==> config.mk <==
export PLATFORM = sky130hd
export DESIGN_NAME = pipe_controller_flat
export DESIGN_NICKNAME = d
export VERILOG_FILES = /design/src/rtl/pipe_controller_pkg.sv /design/src/rtl/pipe_controller_if.sv /design/src/rtl/ret_addr_stack.sv /design/src/rtl/pipe_controller.sv /design/src/flat_wrapper.sv
export SDC_FILE = /design/constraint.sdc
export NUM_CORES = 1
export LEC_CHECK = 0
export ABC_AREA = 1
export BUFFER_PORTS_ARGS = -buffer_cell sky130_fd_sc_hd__buf_2
export CORE_AREA = 2 2 96 98
export CTS_BUF_LIST = sky130_fd_sc_hd__clkbuf_4 sky130_fd_sc_hd__clkbuf_8 sky130_fd_sc_hd__clkbuf_16
export CTS_CLUSTER_SIZE = 10
export DETAILED_ROUTE_END_ITERATION = 8
export DIE_AREA = 0 0 98 100
export PLACE_DENSITY = 0.85
export REMOVE_ABC_BUFFERS = 1
export SKIP_CTS_REPAIR_TIMING = 1
export SLEW_MARGIN = 30
export SYNTH_ARGS = -nofsm -noshare
export SYNTH_HDL_FRONTEND = slang
export SYNTH_SLANG_ARGS = --single-unit
==> constraint.sdc <==
create_clock -name clock -period 4 [get_ports clock]
set_input_delay 0.6 -clock clock [delete_from_list [all_inputs] [get_ports clock]]
set_output_delay 0.6 -clock clock [all_outputs]
set_load 0.02 [all_outputs]
==> src/rtl/pipe_controller_pkg.sv <==
// Shared decode constants, ALU function codes, PC-select encodings and the EX control bundle
// for the pipelined decode controller.
package pipe_ctrl_pkg;

   localparam logic [1:0] OpAluReg = 2'b00;
   localparam logic [1:0] OpAluImm = 2'b01;
   localparam logic [2:0] OpMem    = 3'b100;
   localparam logic [2:0] OpBranch = 3'b101;
   localparam logic [2:0] OpShift  = 3'b110;
   localparam logic [4:0] OpJump   = 5'b11100;
   localparam logic [4:0] OpCall   = 5'b11101;
   localparam logic [5:0] OpRet    = 6'b111100;

   localparam logic [1:0] MemLoad  = 2'b00;
   localparam logic [1:0] MemStore = 2'b01;

   localparam logic [3:0] FnBubble = 4'b1000;
   localparam logic [3:0] FnLoad   = 4'b1000;

   typedef enum logic [1:0] {
      PcSelNext   = 2'b00,
      PcSelBranch = 2'b01,
      PcSelTarget = 2'b10
   } pc_sel_e;

   typedef struct packed {
      logic       reg_write;
      logic       mem_read;
      logic       mem_write;
      logic       alu_b_sel;
      logic       sel_r2;
      logic       wb_sel;
      logic [3:0] alu_fn;
      logic       z_en;
      logic       c_en;
   } ex_ctrl_t;

   localparam ex_ctrl_t ExBubble = '{reg_write: 1'b0, mem_read: 1'b0, mem_write: 1'b0,
                                     alu_b_sel: 1'b0, sel_r2: 1'b0, wb_sel: 1'b0,
                                     alu_fn: FnBubble, z_en: 1'b0, c_en: 1'b0};

   // op is instr[18:13]; control-flow opcodes decode to a bubble here.
   function automatic ex_ctrl_t decode_ex(input logic [5:0] op);
      ex_ctrl_t c;
      c = ExBubble;
      if (op[5:4] == OpAluReg || op[5:4] == OpAluImm) begin
         c.alu_fn    = {1'b1, op[3:1]};
         c.reg_write = 1'b1;
         c.wb_sel    = 1'b1;
         c.z_en      = 1'b1;
         c.c_en      = 1'b1;
         c.alu_b_sel = op[4];
         c.sel_r2    = op[4];
      end else if (op[5:3] == OpShift) begin
         c.alu_fn    = {2'b00, op[2:1]};
         c.reg_write = 1'b1;
         c.wb_sel    = 1'b1;
         c.c_en      = 1'b1;
      end else if (op[5:3] == OpMem && op[2:1] == MemLoad) begin
         c.alu_fn    = FnLoad;
         c.mem_read  = 1'b1;
         c.reg_write = 1'b1;
      end else if (op[5:3] == OpMem && op[2:1] == MemStore) begin
         c.mem_write = 1'b1;
         c.sel_r2    = 1'b1;
      end
      return c;
   endfunction

endpackage

==> src/rtl/pipe_controller_if.sv <==
// Fetch/datapath <-> decode-controller bundle. The controller takes the slave side.
interface pipe_controller_if #(
   parameter int unsigned INSTR_W = 19,
   parameter int unsigned ADDR_W  = 12
);
   logic [INSTR_W-1:0] instr;
   logic               instr_valid;
   logic [ADDR_W-1:0]  pc_plus1;
   logic               alu_zero;
   logic               alu_carry;

   logic               ex_reg_write;
   logic               ex_mem_read;
   logic               ex_mem_write;
   logic               ex_alu_b_sel;
   logic               ex_sel_r2;
   logic               ex_wb_sel;
   logic [3:0]         ex_alu_fn;
   logic [1:0]         pc_sel;
   logic [ADDR_W-1:0]  pc_target;
   logic               flush;
   logic               zero_flag;
   logic               carry_flag;
   logic               stack_overflow;
   logic               stack_underflow;

   modport master (
      output instr, instr_valid, pc_plus1, alu_zero, alu_carry,
      input  ex_reg_write, ex_mem_read, ex_mem_write, ex_alu_b_sel, ex_sel_r2, ex_wb_sel,
             ex_alu_fn, pc_sel, pc_target, flush, zero_flag, carry_flag,
             stack_overflow, stack_underflow
   );

   modport slave (
      input  instr, instr_valid, pc_plus1, alu_zero, alu_carry,
      output ex_reg_write, ex_mem_read, ex_mem_write, ex_alu_b_sel, ex_sel_r2, ex_wb_sel,
             ex_alu_fn, pc_sel, pc_target, flush, zero_flag, carry_flag,
             stack_overflow, stack_underflow
   );
endinterface

==> src/rtl/ret_addr_stack.sv <==
// Return-address stack with a saturating pointer; over-push and under-pop are ignored here
// and reported by the owner.
module ret_addr_stack #(
   parameter int unsigned DEPTH = 8,
   parameter int unsigned W     = 12
) (
   input  logic         clk_i,
   input  logic         rst_i,
   input  logic         push_i,
   input  logic         pop_i,
   input  logic [W-1:0] din_i,
   output logic [W-1:0] top_o,
   output logic         full_o,
   output logic         empty_o
);
   localparam int unsigned SpW  = $clog2(DEPTH + 1);
   localparam int unsigned IdxW = $clog2(DEPTH);

   logic [W-1:0]   mem_q [DEPTH];
   logic [SpW-1:0] sp_q, sp_d;
   logic [IdxW-1:0] top_idx;

   assign full_o  = (sp_q == SpW'(DEPTH));
   assign empty_o = (sp_q == '0);
   assign top_idx = IdxW'(sp_q - 1'b1);
   assign top_o   = empty_o ? '0 : mem_q[top_idx];

   always_comb begin
      sp_d = sp_q;
      if (push_i && !full_o) begin
         sp_d = sp_q + 1'b1;
      end else if (pop_i && !empty_o) begin
         sp_d = sp_q - 1'b1;
      end
   end

   always_ff @(posedge clk_i or posedge rst_i) begin
      if (rst_i) begin
         sp_q <= '0;
      end else begin
         sp_q <= sp_d;
      end
   end

   // Entry contents are don't-care once the pointer is reset.
   always_ff @(posedge clk_i) begin
      if (push_i && !full_o) begin
         mem_q[sp_q[IdxW-1:0]] <= din_i;
      end
   end
endmodule

==> src/rtl/pipe_controller.sv <==
// Registered decode controller: EX control pipeline, Z/C flags with EX forwarding, decode-stage
// redirects, counted flush window and return-address stack with sticky error reporting.
module pipe_controller
   import pipe_ctrl_pkg::*;
#(
   parameter int unsigned INSTR_W      = 19,
   parameter int unsigned ADDR_W       = 12,
   parameter int unsigned STACK_DEPTH  = 8,
   parameter int unsigned FLUSH_CYCLES = 1
) (
   input logic               clock,
   input logic               init_signal,
   pipe_controller_if.slave  bus
);
   localparam logic [2:0] FlushLoad = 3'(FLUSH_CYCLES);

   ex_ctrl_t          ex_d, ex_q;
   logic [2:0]        flush_cnt_d, flush_cnt_q;
   logic              zero_q, carry_q, ovf_q, unf_q;
   logic              ovf_set, unf_set;
   logic              push, pop, stk_full, stk_empty;
   logic [ADDR_W-1:0] stk_top, pc_target;
   pc_sel_e           pc_sel;
   logic [5:0]        op;
   logic              live, taken, eff_z, eff_c;
   logic              unused_instr;

   assign op           = bus.instr[INSTR_W-1 -: 6];
   assign unused_instr = ^bus.instr[INSTR_W-7:ADDR_W];
   assign live         = bus.instr_valid && (flush_cnt_q == '0);
   // A flag-updating instruction in EX overrides the stale flag register.
   assign eff_z        = ex_q.z_en ? bus.alu_zero : zero_q;
   assign eff_c        = ex_q.c_en ? bus.alu_carry : carry_q;

   always_comb begin
      ex_d      = ExBubble;
      pc_sel    = PcSelNext;
      pc_target = '0;
      push      = 1'b0;
      pop       = 1'b0;
      ovf_set   = 1'b0;
      unf_set   = 1'b0;
      taken     = 1'b0;
      if (live) begin
         ex_d = decode_ex(op);
         if (op[5:3] == OpBranch) begin
            case (op[2:1])
               2'b00:   taken = eff_z;
               2'b01:   taken = !eff_z;
               2'b10:   taken = eff_c;
               default: taken = !eff_c;
            endcase
            if (taken) begin
               pc_sel    = PcSelBranch;
               pc_target = bus.instr[ADDR_W-1:0];
            end
         end else if (op[5:1] == OpJump || op[5:1] == OpCall) begin
            pc_sel    = PcSelTarget;
            pc_target = bus.instr[ADDR_W-1:0];
            if (op[5:1] == OpCall) begin
               push    = !stk_full;
               ovf_set = stk_full;
            end
         end else if (op == OpRet) begin
            pc_sel    = PcSelTarget;
            pc_target = stk_top;
            pop       = !stk_empty;
            unf_set   = stk_empty;
         end
      end
   end

   always_comb begin
      flush_cnt_d = flush_cnt_q;
      if (pc_sel != PcSelNext) begin
         flush_cnt_d = FlushLoad;
      end else if (flush_cnt_q != '0) begin
         flush_cnt_d = flush_cnt_q - 1'b1;
      end
   end

   always_ff @(posedge clock or posedge init_signal) begin
      if (init_signal) begin
         ex_q        <= ExBubble;
         flush_cnt_q <= '0;
         zero_q      <= 1'b0;
         carry_q     <= 1'b0;
         ovf_q       <= 1'b0;
         unf_q       <= 1'b0;
      end else begin
         ex_q        <= ex_d;
         flush_cnt_q <= flush_cnt_d;
         if (ex_q.z_en) zero_q  <= bus.alu_zero;
         if (ex_q.c_en) carry_q <= bus.alu_carry;
         ovf_q       <= ovf_q | ovf_set;
         unf_q       <= unf_q | unf_set;
      end
   end

   ret_addr_stack #(
      .DEPTH (STACK_DEPTH),
      .W     (ADDR_W)
   ) u_ras (
      .clk_i   (clock),
      .rst_i   (init_signal),
      .push_i  (push),
      .pop_i   (pop),
      .din_i   (bus.pc_plus1),
      .top_o   (stk_top),
      .full_o  (stk_full),
      .empty_o (stk_empty)
   );

   assign bus.ex_reg_write    = ex_q.reg_write;
   assign bus.ex_mem_read     = ex_q.mem_read;
   assign bus.ex_mem_write    = ex_q.mem_write;
   assign bus.ex_alu_b_sel    = ex_q.alu_b_sel;
   assign bus.ex_sel_r2       = ex_q.sel_r2;
   assign bus.ex_wb_sel       = ex_q.wb_sel;
   assign bus.ex_alu_fn       = ex_q.alu_fn;
   assign bus.pc_sel          = pc_sel;
   assign bus.pc_target       = pc_target;
   assign bus.flush           = (flush_cnt_q != '0);
   assign bus.zero_flag       = zero_q;
   assign bus.carry_flag      = carry_q;
   assign bus.stack_overflow  = ovf_q;
   assign bus.stack_underflow = unf_q;
endmodule

==> src/flat_wrapper.sv <==
// flat-port wrapper written by rule: the top's interface ports become plain ports
module pipe_controller_flat import pipe_ctrl_pkg::*;
#(
   parameter int unsigned INSTR_W      = 19,
   parameter int unsigned ADDR_W       = 12,
   parameter int unsigned STACK_DEPTH  = 8,
   parameter int unsigned FLUSH_CYCLES = 1
)
  (clock, init_signal, bus_instr, bus_instr_valid, bus_pc_plus1, bus_alu_zero, bus_alu_carry, bus_ex_reg_write, bus_ex_mem_read, bus_ex_mem_write, bus_ex_alu_b_sel, bus_ex_sel_r2, bus_ex_wb_sel, bus_ex_alu_fn, bus_pc_sel, bus_pc_target, bus_flush, bus_zero_flag, bus_carry_flag, bus_stack_overflow, bus_stack_underflow);
  pipe_controller_if #(.INSTR_W(INSTR_W), .ADDR_W(ADDR_W)) bus_i ();
  input logic clock;
  input logic init_signal;
  input wire logic [$bits(bus_i.instr)-1:0] bus_instr;
  input wire logic [$bits(bus_i.instr_valid)-1:0] bus_instr_valid;
  input wire logic [$bits(bus_i.pc_plus1)-1:0] bus_pc_plus1;
  input wire logic [$bits(bus_i.alu_zero)-1:0] bus_alu_zero;
  input wire logic [$bits(bus_i.alu_carry)-1:0] bus_alu_carry;
  output wire logic [$bits(bus_i.ex_reg_write)-1:0] bus_ex_reg_write;
  output wire logic [$bits(bus_i.ex_mem_read)-1:0] bus_ex_mem_read;
  output wire logic [$bits(bus_i.ex_mem_write)-1:0] bus_ex_mem_write;
  output wire logic [$bits(bus_i.ex_alu_b_sel)-1:0] bus_ex_alu_b_sel;
  output wire logic [$bits(bus_i.ex_sel_r2)-1:0] bus_ex_sel_r2;
  output wire logic [$bits(bus_i.ex_wb_sel)-1:0] bus_ex_wb_sel;
  output wire logic [$bits(bus_i.ex_alu_fn)-1:0] bus_ex_alu_fn;
  output wire logic [$bits(bus_i.pc_sel)-1:0] bus_pc_sel;
  output wire logic [$bits(bus_i.pc_target)-1:0] bus_pc_target;
  output wire logic [$bits(bus_i.flush)-1:0] bus_flush;
  output wire logic [$bits(bus_i.zero_flag)-1:0] bus_zero_flag;
  output wire logic [$bits(bus_i.carry_flag)-1:0] bus_carry_flag;
  output wire logic [$bits(bus_i.stack_overflow)-1:0] bus_stack_overflow;
  output wire logic [$bits(bus_i.stack_underflow)-1:0] bus_stack_underflow;
  assign bus_i.instr = bus_instr;
  assign bus_i.instr_valid = bus_instr_valid;
  assign bus_i.pc_plus1 = bus_pc_plus1;
  assign bus_i.alu_zero = bus_alu_zero;
  assign bus_i.alu_carry = bus_alu_carry;
  assign bus_ex_reg_write = bus_i.ex_reg_write;
  assign bus_ex_mem_read = bus_i.ex_mem_read;
  assign bus_ex_mem_write = bus_i.ex_mem_write;
  assign bus_ex_alu_b_sel = bus_i.ex_alu_b_sel;
  assign bus_ex_sel_r2 = bus_i.ex_sel_r2;
  assign bus_ex_wb_sel = bus_i.ex_wb_sel;
  assign bus_ex_alu_fn = bus_i.ex_alu_fn;
  assign bus_pc_sel = bus_i.pc_sel;
  assign bus_pc_target = bus_i.pc_target;
  assign bus_flush = bus_i.flush;
  assign bus_zero_flag = bus_i.zero_flag;
  assign bus_carry_flag = bus_i.carry_flag;
  assign bus_stack_overflow = bus_i.stack_overflow;
  assign bus_stack_underflow = bus_i.stack_underflow;
  pipe_controller #(.INSTR_W(INSTR_W), .ADDR_W(ADDR_W), .STACK_DEPTH(STACK_DEPTH), .FLUSH_CYCLES(FLUSH_CYCLES)) u_core (.clock(clock), .init_signal(init_signal), .bus(bus_i));
endmodule
==> impl_metrics.json, run 1 <==
{
  "relSlewSlack_pct": 47.9,
  "min_period_ns": 3.70,
  "stdcell_count": 647,
  "crit_chain": "clkinv_1 -> ha_1 -> nand3_1 -> inv_1 -> nor3_4 -> nand3_1 -> nand2_1 -> buf_2",
  "gr-total-overflow": 0,
  "dr.pass1.iters": 5,
  "avgSynthCellArea_um2": 11.2,
  "syn_to_final_growth_pct": 19.5,
  "crit_slowest_cell": "nor3_4",
  "synthDistinctLibCells": 29,
  "clock_sinks": 118,
  "grt_max_degree": 52,
  "drv_slew": 0,
  "critPathMostFrequentCell": "nand3_1",
  "status": "completed",
  "synth_warnings": 0,
  "synth-seq-cells": 118,
  "fin_util_pct": 68.3,
  "antenna_left": 0,
  "finalHoldViolCount": 0,
  "port_buffers": 63,
  "gp_congestion": 0.836,
  "crit_fanout": 21,
  "drtIter0Drc": 409,
  "p_leak_nw": 2.50,
  "worstSetupEndpointType": "output pin",
  "fmax_mhz": 270,
  "via_per_inst": 5.69,
  "core.rowCount": 35,
  "grt_antenna_before_repair": 0,
  "cap_violations": 0,
  "cp_data_arrival_time_ns": 3.10,
  "antenna_cells": 0,
  "die_x_um": 98,
  "dp_slack_ns": 0.815,
  "clk_pin_slew_worst_paths_ns": 0.06,
  "finalWirelength_um": 11000,
  "yosysTopAreaCell": "edfxtp_1",
  "clock_latency_ns": 0.51,
  "powerDensity_nw_per_um2": 638,
  "ys_seq_area_share_pct": 67.6,
  "drive_gt1_share_pct": 22.4,
  "dp_hpwl_um": 6490,
  "fp.dieArea_um2": 9800,
  "fin_crit_sh_pct": 92.4,
  "postSynthCellCount": 454,
  "htreeDepth": 4,
  "wl_per_cell_um": 17.0,
  "fin_worst_skew_ns": 0.00877,
  "drc": 0,
  "grt.total_usage_pct": 23.3,
  "final_nets": 564,
  "cts_tree": "yes",
  "min_path_type": "primary input to asynchronous set/reset pin",
  "syn-cell-area_um2": 5080,
  "initial_utilization_pct": 57.1,
  "via_count": 3679,
  "coreArea_um2": 8890,
  "slowest_delay_ns": 0.64,
  "n_fill_cell": 581,
  "crit_family": "simple AND/OR/NAND/NOR gates",
  "setup_viol": 0,
  "grt_pass1_vias": 3433,
  "final_cell_mix": "edfxtp_1 (96), nor2_1 (95), buf_2 (63), nand2_1 (60), o21ai_0 (50)",
  "final_area_um2": 6070,
  "cp.required_ns": 3.40,
  "grt_pass1_wl_um": 17100,
  "criticalPathCategory": "flop to output pin",
  "rsz0062_at_grt": "no",
  "final_common_cell": "edfxtp_1",
  "clockRootBuffer": "clkbuf_8",
  "ir_worst_vdd_mv": 0.462,
  "setup_slack_ns": 0.302,
  "place_inst": 615,
  "yosysTopAreaCellShare_pct": 56.7,
  "placed_cell_area_um2": 5490,
  "p_total_mw": 3.87,
  "cp.buffers_inverters": 3,
  "ys_top_cells_by_area": "edfxtp_1 (57%), dfrtp_1 (10%), nor2_1 (7.0%)",
  "cts_buffer_depth": 2,
  "die-height_um": 100,
  "ios": 65,
  "tightest_slew_ns": 0.776,
  "cts_buffers": 17,
  "cp-start-kind": "flop"
}
[synthesized netlist by cell type, drive strengths merged]
cell type	number
xnor2	1
a21oi	3
clkinv	2
or2	1
nor3	5
dfrtp	21
edfxtp	96
nand4	1
nand2	63
nand3	31
nor2	95
o211ai	24
o21bai	1
clkbuf	8
ha	5
a31o	1
xor2	4
buf	18
o21ai	50
dfstp	1
inv	23
[flip-flops by register name, indices dropped and copies added (netlist names)]
| register | count |
|---|---|
| u_core.bus.carry_flag | 1 |
| u_core.bus.ex_alu_b_sel | 1 |
| u_core.bus.ex_alu_fn | 4 |
| u_core.bus.ex_mem_read | 1 |
| u_core.bus.ex_mem_write | 1 |
| u_core.bus.ex_reg_write | 1 |
| u_core.bus.ex_sel_r2 | 1 |
| u_core.bus.stack_overflow | 1 |
| u_core.bus.stack_underflow | 1 |
| u_core.bus.zero_flag | 1 |
| u_core.ex_q | 2 |
| u_core.flush_cnt_q | 3 |
| u_core.u_ras.mem_q | 96 |
| u_core.u_ras.sp_q | 4 |
[final cells by class]
type | count | area (um2) | share of cell area [%]
clock buffer | 17 | 414 | 6.82
multi-input combinational | 285 | 1410 | 23.1
clock inverter | 15 | 165 | 2.72
timing repair buffer | 76 | 413 | 6.80
inverter | 25 | 98.8 | 1.63
tap | 111 | 139 | 2.29
sequential | 118 | 3430 | 56.6
[cells by family after synthesis]
| logic type | synth area share [%] |
|---|---|
| AO/OA/AOI/OAI | 9.09 |
| XOR/XNOR | 1.01 |
| AND/OR/NAND/NOR | 16.1 |
| flip-flops | 67.6 |
| adder cells (fa/ha/maj) | 1.23 |
| buffers and inverters | 4.93 |
[metal layers]
| metal | wire length, um | GRT usage (%) |
|---|---|---|
| met1 | 4320 | 29.7 |
| met2 | 5430 | 37.9 |
| met3 | 993 | 6.41 |
| met4 | 254 | 9.94 |
| met5 | 0 | 0 |
[worst paths after layout]
check / end / slack [ns] / cells past startpoint / start
min reg2reg: u_core.bus.stack_overflow$_DFF_PP0_ / 0.48 / 1 / u_core.bus.stack_overflow$_DFF_PP0_
max reg2reg: u_core.u_ras.mem_q[1][0]$_DFFE_PP_ / 0.91 / 8 / u_core.u_ras.sp_q[0]$_DFFE_PP0P_
min: u_core.bus.ex_reg_write$_DFF_PP0_ / 0.13 / 2 / init_signal
max in group asynchronous: u_core.bus.ex_alu_fn[3]$_DFF_PP1_ / 3.49 / 2 / init_signal
min in group clock: u_core.ex_q[1]$_DFF_PP0_ / 0.29 / 2 / bus_instr[18]
max: bus_pc_target[5] / 0.30 / 8 / u_core.u_ras.sp_q[0]$_DFFE_PP0P_
[report_power, final]
part | internal [mW] | total [mW] | switching, mW
logic | 0.328 | 0.994 | 0.665
clock network | 0.900 | 1.47 | 0.565
registers | 1.38 | 1.41 | 0.0334
total | 2.61 | 3.87 | 1.26
[stage by stage]
step	TNS, ns	hold WS (ns)
finish	0	0.134
global route	0	0.181
CTS	0	0.266
floorplan	-12.59	0.467
global placement	0	0.470
detailed placement	0	0.467
[worst register-to-register path, cell delays in order, from the launching register on]
cell      delay (ns)
dfrtp_1         0.36
clkinv_1        0.46
ha_1            0.45
nand3_1         0.14
nand3_2         0.19
inv_2           0.16
nand2_1         0.13
nor2_1          0.58
buf_4           0.33
(Power assumes the default switching activity.)
==> run 2, diff against run 1 <==
==> constraint.sdc (replaced) <==
create_clock -name clock -period 4 [get_ports clock]
set_input_delay 0.4 -clock clock [delete_from_list [all_inputs] [get_ports clock]]
set_output_delay 0.4 -clock clock [all_outputs]
set_load 0.02 [all_outputs]
==> run 2 against run 1 <==
  * Sequential power about the same
  * Die area unchanged
  * Routed wire length up 2.4%
  * Core utilization up 0.39 points
  * Clock power up 5%
  * Worst hold slack worse by 0.10 ns
  * Critical endpoint is now bus_pc_target[1]
  * Non-clock buffer count down 1
  * Via count up 1.2%
  * Worst setup slack better by 0.32 ns
==> impl_metrics.json, run 2 (same netlist as run 1, synthesis figures left out) <==
{
  "final_common_cell": "edfxtp_1",
  "relSlewSlack_pct": 45.9,
  "powerDensity_nw_per_um2": 650,
  "dr.pass1.iters": 5,
  "drc": 0,
  "finalWirelength_um": 11300,
  "setup_slack_ns": 0.621,
  "tightest_slew_ns": 0.811,
  "setup_viol": 0,
  "cp_data_arrival_time_ns": 2.98,
  "drtIter0Drc": 415,
  "grt_antenna_before_repair": 0,
  "final.setup.tns_ns": 0,
  "fin_worst_skew_ns": 0.00711,
  "min_period_ns": 3.38,
  "criticalPathCategory": "flop to output pin",
  "die-height_um": 100,
  "dp_hpwl_um": 6280,
  "ir_worst_vdd_mv": 0.400,
  "syn_to_final_growth_pct": 20.2,
  "clock_latency_ns": 0.52,
  "timing.hold.ws_ns": 0.0325,
  "r2r_cells": 10,
  "ios": 65,
  "cts_buffer_depth": 2,
  "grt_pass1_wl_um": 17300,
  "min_path_type": "primary input to asynchronous set/reset pin",
  "cap_violations": 0,
  "htreeDepth": 4,
  "cts_tree": "yes",
  "finalHoldViolCount": 0,
  "grt_max_degree": 54,
  "final_area_um2": 6100,
  "antenna_cells": 0,
  "clock_sinks": 118,
  "largest_register_ffs": 96,
  "cp-start-kind": "flop",
  "status": "completed",
  "worstSetupEndpointType": "output pin",
  "coreArea_um2": 8890,
  "final_nets": 563,
  "via_per_inst": 5.76,
  "rsz0062_at_grt": "no",
  "fp.dieArea_um2": 9800,
  "die_x_um": 98,
  "drive_gt1_share_pct": 22.2,
  "cp.required_ns": 3.60,
  "via_count": 3723,
  "final_cell_mix": "edfxtp_1 (96), nor2_1 (95), buf_2 (63), nand2_1 (60), o21ai_0 (50)",
  "clk_pin_slew_worst_paths_ns": 0.06,
  "cts_buffers": 17,
  "clockRootBuffer": "clkbuf_8",
  "port_buffers": 63,
  "placed_cell_area_um2": 5500,
  "initial_utilization_pct": 57.1,
  "dp_slack_ns": 1.26,
  "crit_fanout": 26,
  "gp_congestion": 0.830,
  "antenna_left": 0,
  "grt.total_usage_pct": 23.7,
  "drv_slew": 0,
  "grt_pass1_vias": 3499,
  "p_leak_nw": 2.52,
  "fin_crit_sh_pct": 84.5,
  "gr-total-overflow": 0,
  "core.rowCount": 35,
  "wl_per_cell_um": 17.4,
  "fin_util_pct": 68.7,
  "fmax_mhz": 296
}
## run 2: metrics by stage
| stage | total power, mW | cells |
|---|---|---|
| floorplan | 2.10 | 428 |
| global placement | 2.37 | 614 |
| detailed placement | 2.42 | 614 |
| CTS | 3.98 | 646 |
| global route | 4.17 | 646 |
| finish | 3.97 | 646 |
## run 2: final timing paths
path	endpoint	slack (ns)	from
max in group asynchronous	u_core.bus.zero_flag$_DFF_PP0_	3.46	init_signal
setup reg to reg	u_core.u_ras.mem_q[1][5]$_DFFE_PP_	1.22	u_core.flush_cnt_q[0]$_DFFE_PP0P_
min in group clock	u_core.ex_q[1]$_DFF_PP0_	0.09	bus_instr[18]
hold / removal	u_core.u_ras.sp_q[1]$_DFFE_PP0P_	0.03	init_signal
setup / recovery	bus_pc_target[1]	0.62	u_core.u_ras.sp_q[1]$_DFFE_PP0P_
hold reg to reg	u_core.bus.carry_flag$_DFF_PP0_	0.49	u_core.bus.carry_flag$_DFF_PP0_
## run 2: report_power, final
group	internal [mW]	leakage [nW]	switching [mW]	total, mW
Sequential	1.38	1.15	0.0311	1.41
Combinational	0.341	1.07	0.667	1.01
Clock	1.02	0.296	0.531	1.55
## run 2: cell type report
cell class	count	area [um2]
Inverter	25	98.8
Clock inverter	13	180
Clock buffer	19	429
Tap cell	111	139
Multi-Input combinational cell	285	1410
Timing Repair Buffer	75	418
Fill cell	594	2790
Sequential cell	118	3430
## run 2: worst max-delay path, cell delays in order (launching register included)
cell and delay, ns:
dfrtp_1 0.42, inv_1 0.17, ha_1 0.85, buf_12 0.26, o21ai_0 0.11, o211ai_1 0.22
nand3_1 0.12, nand2_1 0.13, buf_2 0.17
## run 2: metal layers
| metal | up-vias | share of wire (%) | track usage, % |
|---|---|---|---|
| li1 | 1712 | - | - |
| met1 | 1767 | 38 | 29.6 |
| met2 | 218 | 50 | 38.5 |
| met3 | 26 | 9.8 | 6.96 |
| met4 | 0 | 2.2 | 11.3 |
| met5 | - | 0 | 0 |
==> run 3, diff against run 2 <==
--- a/config.mk
+++ b/config.mk
@@ -7,12 +7,12 @@
 export LEC_CHECK = 0
 export ABC_AREA = 1
 export BUFFER_PORTS_ARGS = -buffer_cell sky130_fd_sc_hd__buf_2
-export CORE_AREA = 2 2 96 98
+export CORE_AREA = 2 2 102 104
 export CTS_BUF_LIST = sky130_fd_sc_hd__clkbuf_4 sky130_fd_sc_hd__clkbuf_8 sky130_fd_sc_hd__clkbuf_16
 export CTS_CLUSTER_SIZE = 10
 export DETAILED_ROUTE_END_ITERATION = 8
-export DIE_AREA = 0 0 98 100
-export PLACE_DENSITY = 0.85
+export DIE_AREA = 0 0 104 106
+export PLACE_DENSITY = 0.8
 export REMOVE_ABC_BUFFERS = 1
 export SKIP_CTS_REPAIR_TIMING = 1
 export SLEW_MARGIN = 30
==> constraint.sdc (replaced) <==
create_clock -name clock -period 2.8 [get_ports clock]
set_input_delay 0.28 -clock clock [delete_from_list [all_inputs] [get_ports clock]]
set_output_delay 0.28 -clock clock [all_outputs]
set_load 0.02 [all_outputs]
==> run 3 against run 2 <==
  * Clock power is 42% higher
  * Combinational power is 53% higher
  * Die area is 12% higher
  * Critical path type unchanged
  * Flip-flop and latch count stayed put
  * Sequential share of layout area is 1.9 points lower
  * Largest cell class unchanged
  * Highest routed layer unchanged
  * Routed wire length is 6.9% higher
==> impl_metrics.json, run 3 (same netlist as run 1, synthesis figures left out) <==
{
  "gr-total-overflow": 0,
  "grt.total_usage_pct": 21.5,
  "port_buffers": 63,
  "tightest_slew_ns": 0.798,
  "ios": 65,
  "status": "completed",
  "reg2reg_slack_ns": 0.51,
  "crit_fanout": 9,
  "setup_slack_ns": 0.0822,
  "fin_worst_skew_ns": 0.00629,
  "crit_slowest_cell": "dfrtp_1",
  "largest_register_ffs": 96,
  "grt_pass1_wl_um": 18000,
  "p_leak_nw": 2.60,
  "via_per_inst": 5.54,
  "final_nets": 580,
  "coreArea_um2": 10000,
  "grt_max_degree": 52,
  "timing.rr.start": "u_core.flush_cnt_q[0]$_DFFE_PP0P_",
  "cp.buffers_inverters": 4,
  "hp-start": "bus_alu_zero",
  "drv_slew": 0,
  "via_count": 3804,
  "drtIter0Drc": 413,
  "cap_violations": 0,
  "critPathMostFrequentCell": "nand2_4",
  "stdcell_count": 687,
  "place_inst": 647,
  "crit_chain": "inv_1 -> ha_2 -> ha_4 -> nand2_4 -> clkinv_4 -> nand2_4 -> nor3_4 -> buf_4 -> nand3_1 -> nand2_1 -> buf_2",
  "initial_utilization_pct": 50.8,
  "worstSetupEndpointType": "output pin",
  "cts_buffer_depth": 2,
  "relSlewSlack_pct": 46.8,
  "r2r_cells": 10,
  "rsz0062_at_grt": "yes",
  "powerDensity_nw_per_um2": 912,
  "n_fill_cell": 732,
  "min_path_type": "primary input to flop",
  "final-seq-area_um2": 3430,
  "setup_viol": 0,
  "die_x_um": 104,
  "criticalPathCategory": "flop to output pin",
  "fp.dieArea_um2": 11000,
  "cp.required_ns": 2.52,
  "p_total_mw": 5.76,
  "clk_pin_slew_worst_paths_ns": 0.06,
  "drive_gt1_share_pct": 25.0,
  "placed_cell_area_um2": 5590,
  "final_common_cell": "edfxtp_1",
  "min_period_ns": 2.72,
  "antenna_left": 0,
  "final_area_um2": 6320,
  "dr.pass1.iters": 6,
  "core.rowCount": 37,
  "htreeDepth": 4,
  "dp_hpwl_um": 6970,
  "cts_tree": "yes",
  "antenna_cells": 0,
  "clock_latency_ns": 0.52,
  "multi_input_area_um2": 1460,
  "die-height_um": 106,
  "wl_per_cell_um": 17.5,
  "fmax_mhz": 368,
  "whs_path_depth": 3,
  "clock_sinks": 118,
  "finalHoldViolCount": 0,
  "cts_buffers": 17,
  "r2r-end": "u_core.u_ras.mem_q[3][3]$_DFFE_PP_",
  "grt_pass1_vias": 3571,
  "final_cell_mix": "edfxtp_1 (96), nor2_1 (95), buf_2 (61), nand2_1 (60), o21ai_0 (50)",
  "gp_congestion": 0.804,
  "timing.hold.ws_ns": 0.0000298,
  "slowest_delay_ns": 0.38,
  "whs_endpoint": "u_core.bus.zero_flag$_DFF_PP0_",
  "drc": 0,
  "cp-start-kind": "flop",
  "clockRootBuffer": "clkbuf_8",
  "crit_family": "simple AND/OR/NAND/NOR gates",
  "grt_antenna_before_repair": 0,
  "dp_slack_ns": 0.381,
  "cp_data_arrival_time_ns": 2.44,
  "syn_to_final_growth_pct": 24.4,
  "ir_worst_vdd_mv": 0.466,
  "fin_crit_sh_pct": 97.1,
  "finalWirelength_um": 12000
}
[run 3: cell count changes in the layout (fill, tap and decap cells not counted), sizes merged]
cell         before  now
buf              75   88
clkinv            8    6
nand2            63   64
dlygate4sd3       0    3
clkinvlp          2    5
clkbuf           19   17
[run 3: area by class of cell]
| type | instances | share of cell area, % |
|---|---|---|
| clock buffer | 17 | 6.55 |
| clock inverter | 14 | 2.89 |
| inverter | 25 | 1.68 |
| multi-input combinational | 286 | 23.0 |
| sequential | 118 | 54.4 |
| tap | 136 | 2.69 |
| timing repair buffer | 91 | 8.77 |
[run 3: how the worst max path moves through the flow]
stage                                            startpoint                                  to  slack [ns]  depth (start not counted)
after floorplan            u_core.u_ras.sp_q[0]$_DFFE_PP0P_  u_core.u_ras.mem_q[3][0]$_DFFE_PP_       -1.51                          7
after global placement    u_core.flush_cnt_q[0]$_DFFE_PP0P_                    bus_pc_target[7]        0.48                         11
after detailed placement  u_core.flush_cnt_q[0]$_DFFE_PP0P_                    bus_pc_target[1]        0.38                         11
after CTS                 u_core.flush_cnt_q[0]$_DFFE_PP0P_                    bus_pc_target[1]       -0.20                         11
after global routing      u_core.flush_cnt_q[0]$_DFFE_PP0P_                   bus_pc_target[11]       -0.03                         11
final                     u_core.flush_cnt_q[0]$_DFFE_PP0P_                    bus_pc_target[4]        0.08                         11
[run 3: layer usage]
metal,wire length [um],up-vias,track usage [%]
li1,-,1750,-
met1,4790,1819,26.7
met2,6010,202,35.2
met3,946,33,5.58
met4,305,0,11.0
met5,0,-,0
[run 3: where the power goes]
part	switching, mW	total [mW]	internal [mW]
combinational	0.978	1.55	0.569
clock	0.770	2.20	1.43
sequential	0.0464	2.02	1.97
[run 3: stage by stage]
| stage | util, % | setup TNS [ns] |
|---|---|---|
| 3_5_place_dp | 55.9 | 0 |
| 3_3_place_gp | 55.9 | 0 |
| 6_report | 63.2 | 0 |
| 4_1_cts | 61.8 | -2.08 |
| 2_1_floorplan | - | -137.57 |
| 5_1_grt | 63.2 | -0.177 |
[run 3: worst min-delay path, stage by stage]
cell	delay (ns)
buf_2	0.08
nand2_1	0.06
nand2_1	0.07
